<file path="src/rtl/store_buffer_if.sv">
// Bundle of the store-buffer ports: MEM-stage store/load requests plus the
// DataMemory port. The buffer itself uses the slave modport.
interface store_buffer_if #(
  parameter int AW = 32
);
  logic          StReq;
  logic [AW-1:0] StAddr;
  logic [31:0]   StData;
  logic [1:0]    StByte;
  logic          StReady;
  logic          LdReq;
  logic [AW-1:0] LdAddr;
  logic [31:0]   LdData;
  logic          LdStall;
  logic [31:0]   MemRdData;
  logic [AW-1:0] MemAddr;
  logic [31:0]   MemWData;
  logic          MemWrite;
  logic          MemRead;
  logic [1:0]    MByte;

  modport master (
    output StReq, StAddr, StData, StByte, LdReq, LdAddr, MemRdData,
    input  StReady, LdData, LdStall, MemAddr, MemWData, MemWrite, MemRead, MByte
  );

  modport slave (
    input  StReq, StAddr, StData, StByte, LdReq, LdAddr, MemRdData,
    output StReady, LdData, LdStall, MemAddr, MemWData, MemWrite, MemRead, MByte
  );
endinterface

</file>
<file path="src/rtl/store_buffer.sv">
// Store queue in front of DataMemory: FIFO of pending stores, one memory access
// per cycle, loads forwarded or stalled on address hits. Word forwarding is
// enabled by defining STBUF_FWD_EN; otherwise any hit stalls until drained.
module store_buffer #(
  parameter int DEPTH = 4,
  parameter int AW    = 32
) (
  input logic          Clk,
  input logic          Reset,
  store_buffer_if.slave sb
);
  localparam int PW = $clog2(DEPTH);
  localparam int CW = PW + 1;
  localparam logic [CW-1:0] FULL = CW'(DEPTH);

  logic [AW-1:0] addr_q [DEPTH];
  logic [31:0]   data_q [DEPTH];
  logic [1:0]    byte_q [DEPTH];

  logic [PW-1:0] head_q, head_d;
  logic [PW-1:0] tail_q, tail_d;
  logic [CW-1:0] count_q, count_d;

  logic [DEPTH-1:0] match;
  logic             hit;
  logic             push;
  logic             drain;
  logic             load_port;

  // An entry is live when its distance from head is below count.
  for (genvar gi = 0; gi < DEPTH; gi++) begin : g_match
    logic [PW-1:0] off;
    assign off       = PW'(gi) - head_q;
    assign match[gi] = ({1'b0, off} < count_q) && (addr_q[gi] == sb.LdAddr);
  end

  assign hit = |match;

`ifdef STBUF_FWD_EN
  logic [PW-1:0] hit_idx;
  logic          hit_word;
  logic          fwd;

  // Walk from oldest to youngest so the last live hit is the youngest store.
  always_comb begin
    hit_idx = '0;
    for (int k = 0; k < DEPTH; k++) begin
      if (match[head_q + PW'(k)]) hit_idx = head_q + PW'(k);
    end
  end

  assign hit_word = (byte_q[hit_idx] == 2'b00) || (byte_q[hit_idx] == 2'b11);
  assign fwd      = hit && hit_word;
`endif

  // A forwarded load leaves the port free for the drain.
  assign load_port = !Reset && sb.LdReq && !hit;
  assign drain     = !Reset && !load_port && (count_q != '0);
  assign push      = !Reset && sb.StReq && (count_q != FULL);

  always_comb begin
    head_d  = drain ? head_q + PW'(1) : head_q;
    tail_d  = push  ? tail_q + PW'(1) : tail_q;
    count_d = count_q + CW'(push) - CW'(drain);
  end

  always_ff @(posedge Clk) begin
    if (Reset) begin
      head_q  <= '0;
      tail_q  <= '0;
      count_q <= '0;
    end else begin
      head_q  <= head_d;
      tail_q  <= tail_d;
      count_q <= count_d;
    end
  end

  // Entry storage is deliberately left unreset; liveness comes from count.
  always_ff @(posedge Clk) begin
    if (push) begin
      addr_q[tail_q] <= sb.StAddr;
      data_q[tail_q] <= sb.StData;
      byte_q[tail_q] <= sb.StByte;
    end
  end

  always_comb begin
    sb.StReady  = 1'b0;
    sb.LdData   = '0;
    sb.LdStall  = 1'b0;
    sb.MemAddr  = '0;
    sb.MemWData = '0;
    sb.MemWrite = 1'b0;
    sb.MemRead  = 1'b0;
    sb.MByte    = 2'b00;
    if (!Reset) begin
      sb.StReady = (count_q != FULL);
      if (sb.LdReq) begin
`ifdef STBUF_FWD_EN
        sb.LdStall = hit && !hit_word;
        sb.LdData  = fwd ? data_q[hit_idx] : sb.MemRdData;
`else
        sb.LdStall = hit;
        sb.LdData  = sb.MemRdData;
`endif
      end
      if (load_port) begin
        sb.MemRead = 1'b1;
        sb.MemAddr = sb.LdAddr;
      end else if (drain) begin
        sb.MemWrite = 1'b1;
        sb.MemAddr  = addr_q[head_q];
        sb.MemWData = data_q[head_q];
        sb.MByte    = byte_q[head_q];
      end
    end
  end
endmodule

</file>
<file path="src/flat_wrapper.sv">
// flat-port wrapper written by rule: the top's interface ports become plain ports
module store_buffer_flat 
#(
  parameter int DEPTH = 4,
  parameter int AW    = 32
)
  (Clk, Reset, sb_StReq, sb_StAddr, sb_StData, sb_StByte, sb_LdReq, sb_LdAddr, sb_MemRdData, sb_StReady, sb_LdData, sb_LdStall, sb_MemAddr, sb_MemWData, sb_MemWrite, sb_MemRead, sb_MByte);
  store_buffer_if #(.AW(AW)) sb_i ();
  input logic Clk;
  input logic Reset;
  input wire logic [$bits(sb_i.StReq)-1:0] sb_StReq;
  input wire logic [$bits(sb_i.StAddr)-1:0] sb_StAddr;
  input wire logic [$bits(sb_i.StData)-1:0] sb_StData;
  input wire logic [$bits(sb_i.StByte)-1:0] sb_StByte;
  input wire logic [$bits(sb_i.LdReq)-1:0] sb_LdReq;
  input wire logic [$bits(sb_i.LdAddr)-1:0] sb_LdAddr;
  input wire logic [$bits(sb_i.MemRdData)-1:0] sb_MemRdData;
  output wire logic [$bits(sb_i.StReady)-1:0] sb_StReady;
  output wire logic [$bits(sb_i.LdData)-1:0] sb_LdData;
  output wire logic [$bits(sb_i.LdStall)-1:0] sb_LdStall;
  output wire logic [$bits(sb_i.MemAddr)-1:0] sb_MemAddr;
  output wire logic [$bits(sb_i.MemWData)-1:0] sb_MemWData;
  output wire logic [$bits(sb_i.MemWrite)-1:0] sb_MemWrite;
  output wire logic [$bits(sb_i.MemRead)-1:0] sb_MemRead;
  output wire logic [$bits(sb_i.MByte)-1:0] sb_MByte;
  assign sb_i.StReq = sb_StReq;
  assign sb_i.StAddr = sb_StAddr;
  assign sb_i.StData = sb_StData;
  assign sb_i.StByte = sb_StByte;
  assign sb_i.LdReq = sb_LdReq;
  assign sb_i.LdAddr = sb_LdAddr;
  assign sb_i.MemRdData = sb_MemRdData;
  assign sb_StReady = sb_i.StReady;
  assign sb_LdData = sb_i.LdData;
  assign sb_LdStall = sb_i.LdStall;
  assign sb_MemAddr = sb_i.MemAddr;
  assign sb_MemWData = sb_i.MemWData;
  assign sb_MemWrite = sb_i.MemWrite;
  assign sb_MemRead = sb_i.MemRead;
  assign sb_MByte = sb_i.MByte;
  store_buffer #(.DEPTH(DEPTH), .AW(AW)) u_core (.Clk(Clk), .Reset(Reset), .sb(sb_i));
endmodule
</file>
<file path="config.mk">
export PLATFORM = sky130hd
export DESIGN_NAME = store_buffer_flat
export DESIGN_NICKNAME = d
export VERILOG_FILES = /design/src/rtl/store_buffer_if.sv /design/src/rtl/store_buffer.sv /design/src/flat_wrapper.sv
export SDC_FILE = /design/constraint.sdc
export NUM_CORES = 1
export LEC_CHECK = 0
export CORE_ASPECT_RATIO = 1.75
export CORE_UTILIZATION = 57
export CTS_CLUSTER_SIZE = 28
export DETAILED_ROUTE_END_ITERATION = 8
export GPL_ROUTABILITY_DRIVEN = 0
export PLACE_DENSITY = 0.9
export SLEW_MARGIN = 5
export SYNTH_ARGS = -nofsm -noshare
export SYNTH_HDL_FRONTEND = slang
export SYNTH_SLANG_ARGS = --single-unit
</file>
<file path="constraint.sdc">
create_clock -name Clk -period 8.1 [get_ports Clk]
set_input_delay 1.62 -clock Clk [delete_from_list [all_inputs] [get_ports Clk]]
set_output_delay 1.62 -clock Clk [all_outputs]
set_load 0.02 [all_outputs]
</file>
Yosys cells after proc, flatten, opt, wreduce, memory -nomap -nowiden
Memory sizes are Yosys's and may differ from the RTL's. A register that Yosys moved wholly into a read port is not among the register bits. Cells that the tools add are included. W data, S select, Z words.

Add/sub/neg operators: 8. $mul: 0. Div/mod/pow operators: 0. Order comparisons: 4. Equality and inequality tests: 5. Shift-type cells: 0. Multiplexer cells: 27. Bitwise logic cells: 0. Reductions and logical operators: 15.

Operator list (number): $mux W32 (8); $eq A32 B32 Y1 (4); $mux W2 (9); $lt A2 B3 Y1 (4); $logic_and A1 B1 Y1 (10); $mux W1 (10); $add A2 B1 Y2 const B (2); $reduce_or A4 Y1 (1); $sub A1 B2 Y2 const A (2); $sub A2 B2 Y2 const A (2); $add A3 B1 Y3 (1); $logic_not A1 Y1 (3); $ne A3 B3 Y1 const B (1); $reduce_bool A3 Y1 (1); $sub A3 B1 Y3 (1).

Flip-flop bits (word level): 7. Latch bits: 0. Bits in writable memories: 264. Memory bits (read-only): 0. Input bits: 134. Output and inout bits: 102. Memories kept: 3.

Memory list: u_core.addr_q (words 4, bits a word 32, rd ports 5, clocked after memory_dff 1, wr ports 1, RTL line store_buffer.sv:16) `logic [AW-1:0] addr_q [DEPTH];`; u_core.data_q (words 4, bits a word 32, rd ports 1, clocked after memory_dff 1, wr ports 1, RTL line store_buffer.sv:17) `logic [31:0] data_q [DEPTH];`; u_core.byte_q (words 4, bits a word 2, rd ports 1, clocked after memory_dff 1, wr ports 1, RTL line store_buffer.sv:18) `logic [1:0] byte_q [DEPTH];`.

Depth between registers and ports, before layout
Gate-level depths: netlist of the first run.

Depth after elaboration: 12. Mapped depth: 16.

Worst setup path before layout of the first run
Ideal clock, no wire load.

Path kind: input to output. From: input port sb_LdAddr[7]. To: output port sb_MemAddr[19]. Arrival time: 3.336 ns. Required time: 6.480 ns. Path slack: 3.144 ns. Stages on the path: 10. Path through: buf_4 xor2_1 nor4_1 nand4_1 nor4_2 nor4_2 buf_6 nand2_1 buf_6 a31o_1.

Cells in the longest elaborated chain, start to end: 11. Elaborated cells between the ends (all ways): 17.

RTL lines: from (decl) (RTL line flat_wrapper.sv:16) `input wire logic [$bits(sb_i.LdAddr)-1:0] sb_LdAddr;`; $eq A32 B32 Y1 (RTL line store_buffer.sv:34) `assign match[gi] = ({1'b0, off} < count_q) && (addr_q[gi] == sb.LdAddr);`; $logic_and A1 B1 Y1 (RTL line store_buffer.sv:34); $reduce_or A4 Y1 * (RTL line store_buffer.sv:37) `assign hit = |match;`; $logic_not A1 Y1 * (RTL line store_buffer.sv:57) `assign load_port = !Reset && sb.LdReq && !hit;`; $logic_and A1 B1 Y1 * (RTL line store_buffer.sv:57); $logic_not A1 Y1 (RTL line store_buffer.sv:58) `assign drain = !Reset && !load_port && (count_q != '0);`; $logic_and A1 B1 Y1 (2 in a row) (RTL line store_buffer.sv:58); $mux W32 (RTL line store_buffer.sv:111) `end else if (drain) begin`; $mux W32 * (RTL line store_buffer.sv:108) `if (load_port) begin`; $mux W32 * (RTL line store_buffer.sv:97) `if (!Reset) begin`; to (decl) (RTL line flat_wrapper.sv:21) `output wire logic [$bits(sb_i.MemAddr)-1:0] sb_MemAddr;`.

Every way passes the cells marked *; elsewhere a longest branch is shown, timed or not.

Worst setup path in the final report of the first run
From: input port sb_LdAddr[1]. To: output port sb_MemAddr[31].

The elaborated chain is that of the path after synthesis.

==> results.cfg, run 1 <==
[route]
drtIter0Drc = 402
drtAntennaViolNets = 0
viasPerCell = 5.91
vias = 7601
dr.pass1.iters = 5
met1_length_um = 10500
top_layer_used = met4
wl_met2_um = 16400
met3_length_um = 1790
drc = 0
routedWlPerCell_um = 23.7
drt_wl_total_um = 30500

[setup_path]
startpoint_type = primary input
cp_top_family = buffers and inverters
crit_fanout = 23
crit_type = primary input to output port
cp_cell_sequence = clkdlybuf4s50_1 > xor2_1 > nor4_1 > o211ai_1 > nor4_2 > nor4_4 > nand2_1 > buf_4 > a31o_2 > clkdlybuf4s50_1
r2r_cells = 13
r2r-end = u_core.count_q[1]
crit_path_end_kind = output port
cp.required_ps = 6480
slowest_stage = nor4_1
crit_arrival_ps = 5390
cp_common_cell = clkdlybuf4s50_1
crit_buf_inv = 3
r2r_slack_ps = 4200
r2r_start = u_core.addr_q[3][28]
cpPeakStageDelay_ps = 660

[timing]
slew_headroom_pct = 40.3
finalSetupViolations = 0
drv_slew = 0
skew_ps = 17.8
hold_viol = 0
whs_ps = 563
rsz0062_at_grt = false
finalCritPeriodShare_pct = 86.5
layout_min_cycle_time_ps = 7010
finalSetupTns_ps = 0
max_freq_ghz = 0.143
tightestPinTransition_ps = 896
fin_ws_ps = 1090

[logic_synthesis]
synth_area_um2 = 12800
synth_fp_nets = 921
yosysWarningCount = 0
syn_area_per_cell_um2 = 16.4
ys_types = 33
synth_top_flop_cell = edfxtp_1
synth_xor_area_share_pct = 9.06
syn_inst = 776
synth_compound_area_share_pct = 2.90
synth-simple-area-share_pct = 8.29
synth_mux_area_share_pct = 11.6
synth_edf_count = 264
synth.yosys.seq_area_share_pct = 63.5
synthArstFlopShare_pct = 0
synthAdderAreaFrac_pct = 1.14
synth.ff_latch_count = 273
synth_top_family_by_area = multiplexers

[place]
portBuffers = 235
detailedPlace.worstSlack_ps = 1140
placed_area_um2 = 15200
hpwlAfterDp_um = 21700

[flow_run]
drv_cap = 0

[clock_network]
postCtsHoldBufs = 0
clk_latency_ps = 510
clk_pin_slew_ps = 70
cts.htree.levels = 1
cts_tree = yes
cts_resized = 0
numCtsBuffers = 23
cts_setup_buffers = 0
clockRootBuffer = clkbuf_16
cts.sinks = 273
clockBufferDepth = 3

[min_path]
holdPathStages = 2
hold_class = register to register
min_to = u_core.tail_q[1]
hold_path.startpoint = u_core.tail_q[1]

[global_route]
antenna_found_initial = 1
grt_max_degree = 53
grt_pass1_vias = 7701
grt-ovfl-total = 0
grt_pass1_wl_um = 44300
grt_usage_pct = 26.6

[cells_and_area]
fin_nets = 1121
final_area_um2 = 15900
area_delta_synth_final_pct = 24.4
drive_above_1_share_pct = 15.5

[power]
power.density_nw_per_um2 = 232
p_leak_nw = 5.28
ir_drop_mv = 0.222

[floorplanning]
std_cell_rows = 72
die_area_um2 = 23000
coreArea_um2 = 22100
ioPinCount = 236
dieWidth_um = 115
initial_core_util_pct = 57.8
die_h_um = 200

[status]
status = complete, no violations
==> flip-flops by register name (all words and copies together), names as in the netlist, named ones only <==
name            count
u_core.tail_q       2
u_core.count_q      3
u_core.addr_q     128
u_core.data_q     128
u_core.byte_q       8
u_core.head_q       2
==> worst max-delay path by stage <==
stage                             start  cells after the start  slack, ps              to
after CTS                 sb_LdAddr[16]                     11       1110  sb_MemWData[2]
after floorplan            sb_LdAddr[7]                     10       3140  sb_MemAddr[19]
after global routing      sb_LdAddr[16]                     11       1050  sb_MemWData[8]
final                      sb_LdAddr[1]                     10       1090  sb_MemAddr[31]
after global placement     sb_LdAddr[1]                     10       1150  sb_MemAddr[30]
after detailed placement  sb_LdAddr[16]                     11       1140  sb_MemWData[8]
==> report_power, final <==
group          switching (mW)  internal, mW  leakage [nW]
logic                   0.458         0.486          2.48
clock network           0.470         0.552         0.325
registers              0.0862          1.64          2.47
==> stage by stage <==
step	utilization (%)	total power [mW]	cells
global route	71.9	3.82	1287
floorplan	-	2.32	776
CTS	71.9	3.71	1286
global placement	68.8	2.68	1247
detailed placement	68.8	2.70	1247
finish	71.9	3.69	1287
==> per-layer routing <==
metal / up-vias / global-route usage [%]
li1: 3375 / -
met1: 3816 / 29.8
met2: 322 / 48.0
met3: 88 / 4.17
met4: 0 / 15.1
met5: - / 0
==> Yosys cell counts (5+ instances only) <==
master	instances	area [um2]
a21oi_1	5	25.0
a31o_2	31	272
and2_1	67	419
and3_1	36	225
buf_2	19	95.1
buf_4	9	67.6
buf_6	11	124
clkbuf_1	29	109
dfxtp_1	9	180
edfxtp_1	264	7930
ha_1	10	125
inv_1	10	37.5
mux4_2	66	1490
nand4_1	13	81.3
nor4_1	26	163
nor4_2	5	62.6
xnor2_1	36	315
xor2_1	96	841
==> worst min-delay path, cell delays in order (launching register included) <==
cell	delay [ps]
dfxtp_1	330
inv_1	100
o31ai_1	80
==> placed cells by master, fill, tap and decap left out, types with 13 or more instances in the layout <==
cell type and count:
clkdlybuf4s50_1 235, nor4_1 26, nand4_1 13, mux4_2 66, and3_1 32, edfxtp_1 264
a31o_2 31, xnor2_1 36, xor2_1 96, clkbuf_16 23, and2_1 67
==> layout make-up <==
cell class	instances	area [um2]
Sequential cell	273	8110
Tap cell	296	370
Clock buffer	26	587
Antenna cell	1	2.50
Inverter	10	37.5
Multi-Input combinational cell	423	4250
Timing Repair Buffer	245	2430
Fill cell	1417	6190
Clock inverter	13	95.1
==> cells by family (layout without fill, tap and decap cells) <==
| family | Yosys count | count (layout) |
|---|---|---|
| compound gates | 46 | 46 |
| xor+xnor | 132 | 132 |
| fa+ha+maj | 11 | 11 |
| buf+inv | 80 | 294 |
| flops | 273 | 273 |
| mux | 66 | 66 |
| other cells | 0 | 1 |
| simple gates | 168 | 168 |
(Power assumes the default switching activity.)
==> run 2, diff against run 1 <==
--- a/config.mk
+++ b/config.mk
@@ -6,11 +6,13 @@
 export NUM_CORES = 1
 export LEC_CHECK = 0
 export CORE_ASPECT_RATIO = 1.75
-export CORE_UTILIZATION = 57
+export CORE_UTILIZATION = 60
 export CTS_CLUSTER_SIZE = 28
 export DETAILED_ROUTE_END_ITERATION = 8
+export DONT_BUFFER_PORTS = 1
 export GPL_ROUTABILITY_DRIVEN = 0
-export PLACE_DENSITY = 0.9
+export MAX_ROUTING_LAYER = met4
+export PLACE_DENSITY = 0.8
 export SLEW_MARGIN = 5
 export SYNTH_ARGS = -nofsm -noshare
 export SYNTH_HDL_FRONTEND = slang
==> results.cfg, run 2 (synthesized netlist as in run 1, its figures left out) <==
[clock_network]
cts_resized = 0
clockRootBuffer = clkbuf_16
clockBufferDepth = 3
cts.sinks = 273
postCtsHoldBufs = 0
cts.htree.levels = 1
cts_setup_buffers = 0
clk_pin_slew_ps = 60
cts_tree = yes
numCtsBuffers = 24
clk_latency_ps = 520

[route]
vias = 6712
drtIter0Drc = 553
drt_wl_total_um = 29600
viasPerCell = 6.63
drc = 20
dr.pass1.iters = 9
drtAntennaViolNets = 0
routedWlPerCell_um = 29.3

[timing]
whs_ps = 570
tightestPinTransition_ps = 1290
finalCritPeriodShare_pct = 78.8
slew_headroom_pct = 13.7
max_freq_ghz = 0.157
finalSetupViolations = 0
layout_min_cycle_time_ps = 6380
drv_slew = 0
rsz0062_at_grt = false
hold_viol = 0
skew_ps = 10.4
finalSetupTns_ps = 0

[global_route]
antenna_found_initial = 2
grt_pass1_wl_um = 43300
grt_pass1_vias = 7154
grt_usage_pct = 28.3
grt_max_degree = 70
grt-ovfl-total = 0

[setup_path]
cp.required_ps = 6480
r2r-end = u_core.count_q[1]
crit_path_end_kind = output port
r2r_slack_ps = 4210
crit_fanout = 40
crit_type = primary input to output port
startpoint_type = primary input
r2r_cells = 13
crit_arrival_ps = 4760
r2r_start = u_core.addr_q[2][23]

[min_path]
hold_class = register to register
holdPathStages = 2
min_to = u_core.tail_q[1]
hold_path.startpoint = u_core.tail_q[1]

[power]
p_leak_nw = 4.44
ir_drop_mv = 0.190
total_power_mw = 3.50
power.density_nw_per_um2 = 259

[floorplanning]
dieWidth_um = 112
die_area_um2 = 21900
std_cell_rows = 70
die_h_um = 195
coreArea_um2 = 20800
initial_core_util_pct = 61.2
ioPinCount = 236

[cells_and_area]
regArea_um2 = 8110
fin_nets = 887
multi_input_area_um2 = 4240
reg_top3 = u_core.addr_q (128), u_core.data_q (128), u_core.byte_q (8)
mostFrequentLayoutCell = edfxtp_1
drive_above_1_share_pct = 20.7
final_cells = 1012
area_delta_synth_final_pct = 5.94
most-common-layout-cells = 264 x edfxtp_1, 96 x xor2_1, 67 x and2_1
filler_cell_count = 1410

[flow_run]
drv_cap = 0

[status]
status = finished with violations
violations = DRC

[place]
portBuffers = 0
hpwlAfterDp_um = 20300
dp.cells = 968
## run 2: cell types whose count changed in the layout (fill, tap and decap cells not counted), sizes merged
cell           before  now
clkdlybuf4s50     235    0
clkinvlp            3    1
clkinv              9   14
diode               1    2
## run 2: how the worst max path moves through the flow
stage | start | slack, ps | cells after the start | end
floorplan | sb_LdAddr[7] | 3140 | 10 | sb_MemAddr[19]
finish | sb_LdAddr[23] | 1720 | 8 | sb_MemAddr[19]
CTS | sb_LdAddr[27] | 1850 | 8 | sb_MemAddr[19]
detailed placement | sb_LdAddr[27] | 1850 | 8 | sb_MemAddr[19]
global placement | sb_LdAddr[27] | 1980 | 8 | sb_MemAddr[19]
global route | sb_LdAddr[27] | 1710 | 8 | sb_MemAddr[19]
## run 2: worst max-delay path, cell delays in order
cell	delay, ps
xor2_1	140
nor4_1	740
nand4_1	200
nor4_2	310
nor4_4	50
buf_4	270
nand2_1	990
a31o_1	400
## run 2: layout make-up
type / count / share of cell area, %
clock inverters: 16 / 0.796
flip-flops and latches: 273 / 60.0
multi-input cells: 423 / 31.4
diodes: 2 / 0.0370
inverters: 10 / 0.278
well taps: 252 / 2.33
repair buffers: 10 / 0.555
clock buffers: 26 / 4.65
## run 2: stage by stage
stage	setup slack, ps	utilization (%)	instance area [um2]
finish	1720	64.9	13500
global route	1710	64.9	13500
CTS	1850	64.8	13500
detailed placement	1850	61.3	12800
global placement	1980	61.3	12800
floorplan	3140	-	12800
## run 2: per-layer routing
metal	global-route usage, %	wire (um)	vias up	part of all wire, %
li1	-	-	2900	-
met1	28.1	9490	3412	32
met2	49.7	16100	313	54
met3	5.46	1920	87	6.5
met4	19.0	2170	0	7.3
met5	-	0	-	0
## run 2: report_power, final
group	switching (mW)	total, mW	internal [mW]
sequential	0.0686	1.71	1.64
clock	0.477	1.07	0.592
combinational	0.420	0.730	0.309
